### config.mk
export PLATFORM = sky130hd
export DESIGN_NAME = mem_arbiter
export DESIGN_NICKNAME = d
export VERILOG_FILES = /design/src/rtl/mem_arbiter.sv
export SDC_FILE = /design/constraint.sdc
export NUM_CORES = 1
export LEC_CHECK = 0
export ABC_AREA = 1
export ABC_CLOCK_PERIOD_IN_PS = 3200
export BUFFER_PORTS_ARGS = -buffer_cell sky130_fd_sc_hd__buf_2
export CAP_MARGIN = 20
export CORE_MARGIN = 4
export CORE_UTILIZATION = 25
export DETAILED_ROUTE_END_ITERATION = 8
export PLACE_DENSITY = 0.6
export REMOVE_ABC_BUFFERS = 1
export SKIP_LAST_GASP = 1
export SLEW_MARGIN = 30
export SYNTH_ARGS = -nofsm -noshare
export SYNTH_HDL_FRONTEND = slang
export SYNTH_SLANG_ARGS = --single-unit
export TNS_END_PERCENT = 30
### constraint.sdc
create_clock -name clk -period 3.2 [get_ports clk]
set_clock_uncertainty 0.1 [all_clocks]
set_input_delay 0.48 -clock clk [delete_from_list [all_inputs] [get_ports clk]]
set_output_delay 0.48 -clock clk [all_outputs]
set_load 0.03 [all_outputs]
### src/rtl/mem_arbiter.sv
// Two-requester memory arbiter: instruction fetch (I) and data (D) share one memory port.
// One transaction in flight; D has priority, with a starvation counter guaranteeing I progress.
package mem_arbiter_pkg;
    typedef logic [31:0] addr_t;
    typedef logic [31:0] data_t;
    typedef enum logic [1:0] {IDLE, REQ, RESP} state_e;
    typedef enum logic {OWN_I, OWN_D} owner_e;
endpackage

module mem_arbiter
    import mem_arbiter_pkg::*;
#(
    parameter int unsigned STARVE_MAX = 4
) (
    input  logic  clk,
    input  logic  rst_n,
    // Instruction fetch side
    input  logic  i_req_i,
    input  addr_t i_addr_i,
    output logic  i_gnt_o,
    output logic  i_rvalid_o,
    output data_t i_rdata_o,
    // Data side
    input  logic  d_req_i,
    input  logic  d_we_i,
    input  addr_t d_addr_i,
    input  data_t d_wdata_i,
    output logic  d_gnt_o,
    output logic  d_rvalid_o,
    output data_t d_rdata_o,
    // Shared memory port
    output logic  m_req_o,
    output logic  m_we_o,
    output addr_t m_addr_o,
    output data_t m_wdata_o,
    input  logic  m_gnt_i,
    input  logic  m_rvalid_i,
    input  data_t m_rdata_i
);

    localparam logic [3:0] STARVE_LIM = 4'(STARVE_MAX);

    state_e     state;
    owner_e     owner;
    logic       lat_we;
    addr_t      lat_addr;
    data_t      lat_wdata;
    logic [3:0] starve_cnt;

    logic is_idle;
    logic pick_i;
    logic resp_fire;

    // I overrides D only once D has won STARVE_MAX times in a row while I waited.
    assign is_idle   = (state == IDLE);
    assign pick_i    = i_req_i & (~d_req_i | (starve_cnt == STARVE_LIM));
    assign i_gnt_o   = is_idle & pick_i;
    assign d_gnt_o   = is_idle & d_req_i & ~pick_i;

    // A response counts in REQ only when it arrives together with the accept.
    assign resp_fire  = m_rvalid_i & (((state == REQ) & m_gnt_i) | (state == RESP));
    assign i_rvalid_o = resp_fire & (owner == OWN_I);
    assign d_rvalid_o = resp_fire & (owner == OWN_D);
    assign i_rdata_o  = m_rdata_i;
    assign d_rdata_o  = m_rdata_i;

    assign m_req_o   = (state == REQ);
    assign m_we_o    = (state == REQ) & lat_we;
    assign m_addr_o  = lat_addr;
    assign m_wdata_o = lat_wdata;

    // NOTE: sequential state uses non-blocking assignments so every register samples pre-edge values.
    always_ff @(posedge clk or negedge rst_n) begin
        if (!rst_n) begin
            state      <= IDLE;
            owner      <= OWN_I;
            lat_we     <= 1'b0;
            lat_addr   <= '0;
            lat_wdata  <= '0;
            starve_cnt <= '0;
        end else begin
            case (state)
                IDLE: begin
                    if (i_gnt_o) begin
                        owner      <= OWN_I;
                        lat_we     <= 1'b0;
                        lat_addr   <= i_addr_i;
                        lat_wdata  <= '0;
                        starve_cnt <= '0;
                        state      <= REQ;
                    end else if (d_gnt_o) begin
                        owner     <= OWN_D;
                        lat_we    <= d_we_i;
                        lat_addr  <= d_addr_i;
                        lat_wdata <= d_wdata_i;
                        if (i_req_i && (starve_cnt != STARVE_LIM))
                            starve_cnt <= starve_cnt + 4'd1;
                        state <= REQ;
                    end
                end
                REQ: begin
                    if (m_gnt_i)
                        state <= m_rvalid_i ? IDLE : RESP;
                end
                RESP: begin
                    if (m_rvalid_i)
                        state <= IDLE;
                end
                default: state <= IDLE;
            endcase
        end
    end

endmodule

* After elaboration in Yosys (flattened, before gate mapping)
Cells that the tools add are included.
** Cells by class
- $add $sub $neg :: 1
- Eq/ne operators :: 7
- Mux-type cells :: 17
- Bitwise gates (word level) :: 14
- Reductions and logical operators :: 7
** Operators by type and width (number)
- two-way mux 32 bit :: 4
- two-way mux 4 bit :: 3
- two-way mux 2 bit :: 5
- AND 1 bit :: 9
- case mux 2 bit (3 select lines) :: 1
- AND reduction 3 bit :: 2
- adder 4 x 1 -> 4 bit (second input constant) :: 1
- equality test 4 x 3 -> 1 bit (second input constant) :: 1
- two-way mux 1 bit :: 4
- != test 4 x 3 -> 1 bit (second input constant) :: 1
- nonzero test 2 bit :: 2
- != test 3 bit (second input constant) :: 1
- NOT 1 bit :: 3
- equality test 2 x 1 -> 1 bit (second input constant) :: 1
- equality test 2 bit (second input constant) :: 1
- zero test 2 bit :: 1
- != test 2 x 1 -> 1 bit (second input constant) :: 1
- != test 2 bit (second input constant) :: 1
- OR 1 bit :: 2
- AND reduction 2 bit :: 1
- logical AND 1 bit :: 1
** Storage, ports and cells
- Register bits :: 72
- Bits of input ports :: 135
- Output and inout port bits :: 134
- Logic and storage cells :: 52

* Depth between registers and ports, before layout
- Depth after elaboration :: 8
- Depth in mapped cells :: 8
- Mapped depth without buffers :: 7

* Least setup slack after synthesis
No wires, ideal clock.
- Path kind :: input to output
- From :: input port i_req_i
- To :: output port d_gnt_o
- Arrival time :: 1.527 ns
- Required time :: 2.620 ns
- Path slack :: 1.093 ns
- Stages :: 5
- Path buffers :: 3
- Path through :: buf_2 -> o211ai_2 -> buf_4 -> buf_4 -> nor2_1
** Between the ends
- Cells in the longest elaborated chain, start to end :: 3
** RTL lines
- start, declared :: RTL line 18 : input logic i_req_i,
- AND 1 bit :: RTL line 56 : assign pick_i = i_req_i & (~d_req_i | (starve_cnt == STARVE_LIM));
- NOT 1 bit :: RTL line 58 : assign d_gnt_o = is_idle & d_req_i & ~pick_i;
- AND 1 bit :: RTL line 58
- end, declared :: RTL line 28 : output logic d_gnt_o,
No other way between the ends.

* Worst setup path after layout
- From :: register starve_cnt[0]
- To :: output port d_gnt_o
** Between the ends
- Cells in the longest elaborated chain, start to end :: 5
** RTL lines
- start, declared :: RTL line 48 : logic [3:0] starve_cnt;
- start signal, assigned :: RTL line 97 : starve_cnt <= starve_cnt + 4'd1;
- equality test 4 x 3 -> 1 bit :: RTL line 56
- OR 1 bit :: RTL line 56
- AND 1 bit :: RTL line 56
- NOT 1 bit :: RTL line 58
- AND 1 bit :: RTL line 58
No other way between the ends.

==> results.tsv <==
stage	metric	value	unit
worst_setup_path	r2r_setup_slack	1360	ps
synth	synth_area	0.00397	mm²
power_and_ir_drop	p_per_area	1050	mW/mm²
timing	rsz0062_at_grt	no	
synth	async_reset_ff_share	100	%
timing	worst_slack	785	ps
worst_setup_path	startpoint	starve_cnt[0]$_DFFE_PN0P_	
global_routing	groute.usage.overall	15.4	%
detailed_routing	num_vias	3613	
placed_design	gp_congestion	0.727	
synth	synth_ff_type	dfrtp_1	
timing	worstMarginPinSlew	719	ps
run	max_cap_viol_count	0	
synth	synth-seq-cells	72	
placed_design	dp_slack	1110	ps
synth	synth_edf_count	0	
clock_network	clk_pin_slew	60	ps
synth	yosysWarnings	0	
worst_setup_path	r2r_start	state[0]$_DFFE_PN0P_	
synth	syn_avg_cell_area	7.81	µm²
floorplanning	fp.dieArea	0.0179	mm²
layout	fillers	1670	
timing	slew_violations	0	
clock_network	cts_resized	0	
synth	synth_top_area_share	45.4	%
detailed_routing	ant_nets	0	
detailed_routing	drc	0	
layout	multi_input_area	0.00137	mm²
clock_network	htreeDepth	3	
detailed_routing	dr.pass1.iters	4	
global_routing	antenna_found_initial	1	
worst_setup_path	end_kind	output pin	
timing	finalHoldViolations	0	
detailed_routing	dr.max_layer_used	met5	
synth	synth_cell_type_count	19	
placed_design	dp_hpwl	9820	µm
floorplanning	initial_core_util	25.8	%
status	status	finished, final reports clean	
timing	fmax	414	MHz
timing	fin_setup_tns	0	ps
clock_network	cts_tree	built	
detailed_routing	wl_met1	6260	µm
layout	layout-drive-gt1-share	32.4	%
global_routing	grt_first_pass_wirelength	21100	µm
synth	postSynthCellCount	508	
power_and_ir_drop	irDropWorstVdd	0.508	mV
floorplanning	die_w	134	µm
layout	final_nets	742	
timing	post-route-period-util	75.5	%
floorplanning	core	0.0154	mm²
clock_network	clkLatencyLatePin	330	ps
synth	synth_area_leaders	dfrtp_1 45%, nand2_1 14%, buf_4 13%	
worst_setup_path	arrival	1830	ps
timing	setup_viol	0	
layout	seqCellArea	0.00180	mm²
layout	syn2layout_area_growth	20.5	%
clock_network	post_cts_buffers	0	
detailed_routing	dr_wl_met2	5390	µm
global_routing	grt_remaining_overflow	0	
floorplanning	die_h	134	µm
clock_network	clock-sinks	72	
clock_network	cts-root-buf	clkbuf_16	
detailed_routing	vias_per_cell	4.41	
detailed_routing	route.met3.wl	2200	µm
floorplanning	design.portCount	269	
placed_design	numPortBuffers	172	
worst_setup_path	crit_type	reg2out	
power_and_ir_drop	p_leak	2.76	nW
clock_network	cts_buffers	9	
synth	ys_top_cells_by_count	144 x nand2_1, 72 x dfrtp_1, 72 x nand3_1, 71 x buf_4, 43 x inv_1	
detailed_routing	drt-initial-drc-count	132	
timing	slew_headroom	52.0	%
synth	synth_top_cell_by_area	dfrtp_1	
floorplanning	rows	45	
detailed_routing	routed_wl	14000	µm
worst_setup_path	cp-start-kind	register	
synth	yosysSeqAreaShare	45.4	%
timing	fin_crit	2410	ps
global_routing	grt_max_degree	73	
clock_network	clockBufferDepth	2	
worst_setup_path	cp_max_fo	13	
hold_path	hold_path.class	in2async	
synth	yosysMostFrequentCell	nand2_1	
worst_setup_path	required	2620	ps
global_routing	grt_pass1_vias	3548	
clock_network	cts_hold_buffers	0	
detailed_routing	wl_per_cell	17.0	µm
==> layout by cell type, fill, tap and decap left out, drive strengths merged <==
cell type / instances
diode: 1
nand4: 34
ha: 2
clkinv: 1
o211ai: 1
o21ai: 2
dfrtp: 72
nand3: 73
nor2: 37
a21oi: 1
buf: 179
o31ai: 1
clkbuf: 13
inv: 45
xor2: 1
nand2: 146
==> through the flow <==
step                      hold slack (ps)  power [mW]  instance area (µm²)  std cells  utilization (%)
after global routing                  122        5.36                 4780        819             31.1
final                                67.6        5.00                 4780        820             31.1
after CTS                             236        5.09                 4770        819             31.1
after floorplan                      84.4        3.24                 3330        415                -
after global placement                362        4.12                 4520        805             29.4
after detailed placement              361        4.14                 4520        805             29.4
==> cells by family after synthesis <==
kind of cell / synth area share, %
XOR/XNOR: 0.221
adder cells (fa/ha/maj): 0.631
AND/OR/NAND/NOR: 32.5
flip-flops: 45.4
AO/OA/AOI/OAI: 0.883
buffers and inverters: 20.3
==> critical path: stages, from the launching register on <==
cell and delay (ps):
dfrtp_1 420, inv_1 100, ha_1 140, nand3_1 80
nand2_2 240, nand3_4 90, inv_1 180, nor2_1 60
buf_2 180
==> layout make-up <==
type                    instances  share of cell area [%]
flip-flops and latches         72                    37.7
multi-input cells             298                    28.6
repair buffers                179                    19.2
well taps                     211                    5.52
clock buffers                  13                    5.24
inverters                      45                    3.53
clock inverters                 1                   0.105
diodes                          1                  0.0524
==> final timing paths <==
check,end,cells after the start
worst max-delay path,d_gnt_o,8
worst min-delay path,m_wdata_o[2]$_DFFE_PN0P_,1
worst max register to register,m_wdata_o[28]$_DFFE_PN0P_,5
worst min register to register,m_wdata_o[30]$_DFFE_PN0P_,2
max in group asynchronous,m_addr_o[2]$_DFFE_PN0P_,1
min in group clk,state[1]$_DFFE_PN0P_,2
==> state kept, by name (all words and copies together) (netlist names) <==
| signal | count |
|---|---|
| lat_we | 1 |
| m_addr_o | 32 |
| m_wdata_o | 32 |
| owner | 1 |
| starve_cnt | 4 |
| state | 2 |
==> power breakdown <==
group / switching [mW] / internal, mW
clock network: 0.373 / 0.537
logic: 1.79 / 0.688
registers: 0.266 / 1.35
total: 2.43 / 2.57
==> routing by layer <==
metal | up-vias | GRT usage (%)
met3 | 7 | 11.7
met1 | 1643 | 20.1
li1 | 1742 | -
met5 | - | 2.50
met2 | 219 | 20.0
met4 | 2 | 2.40
Note: power is estimated with default switching activity, not from simulation.
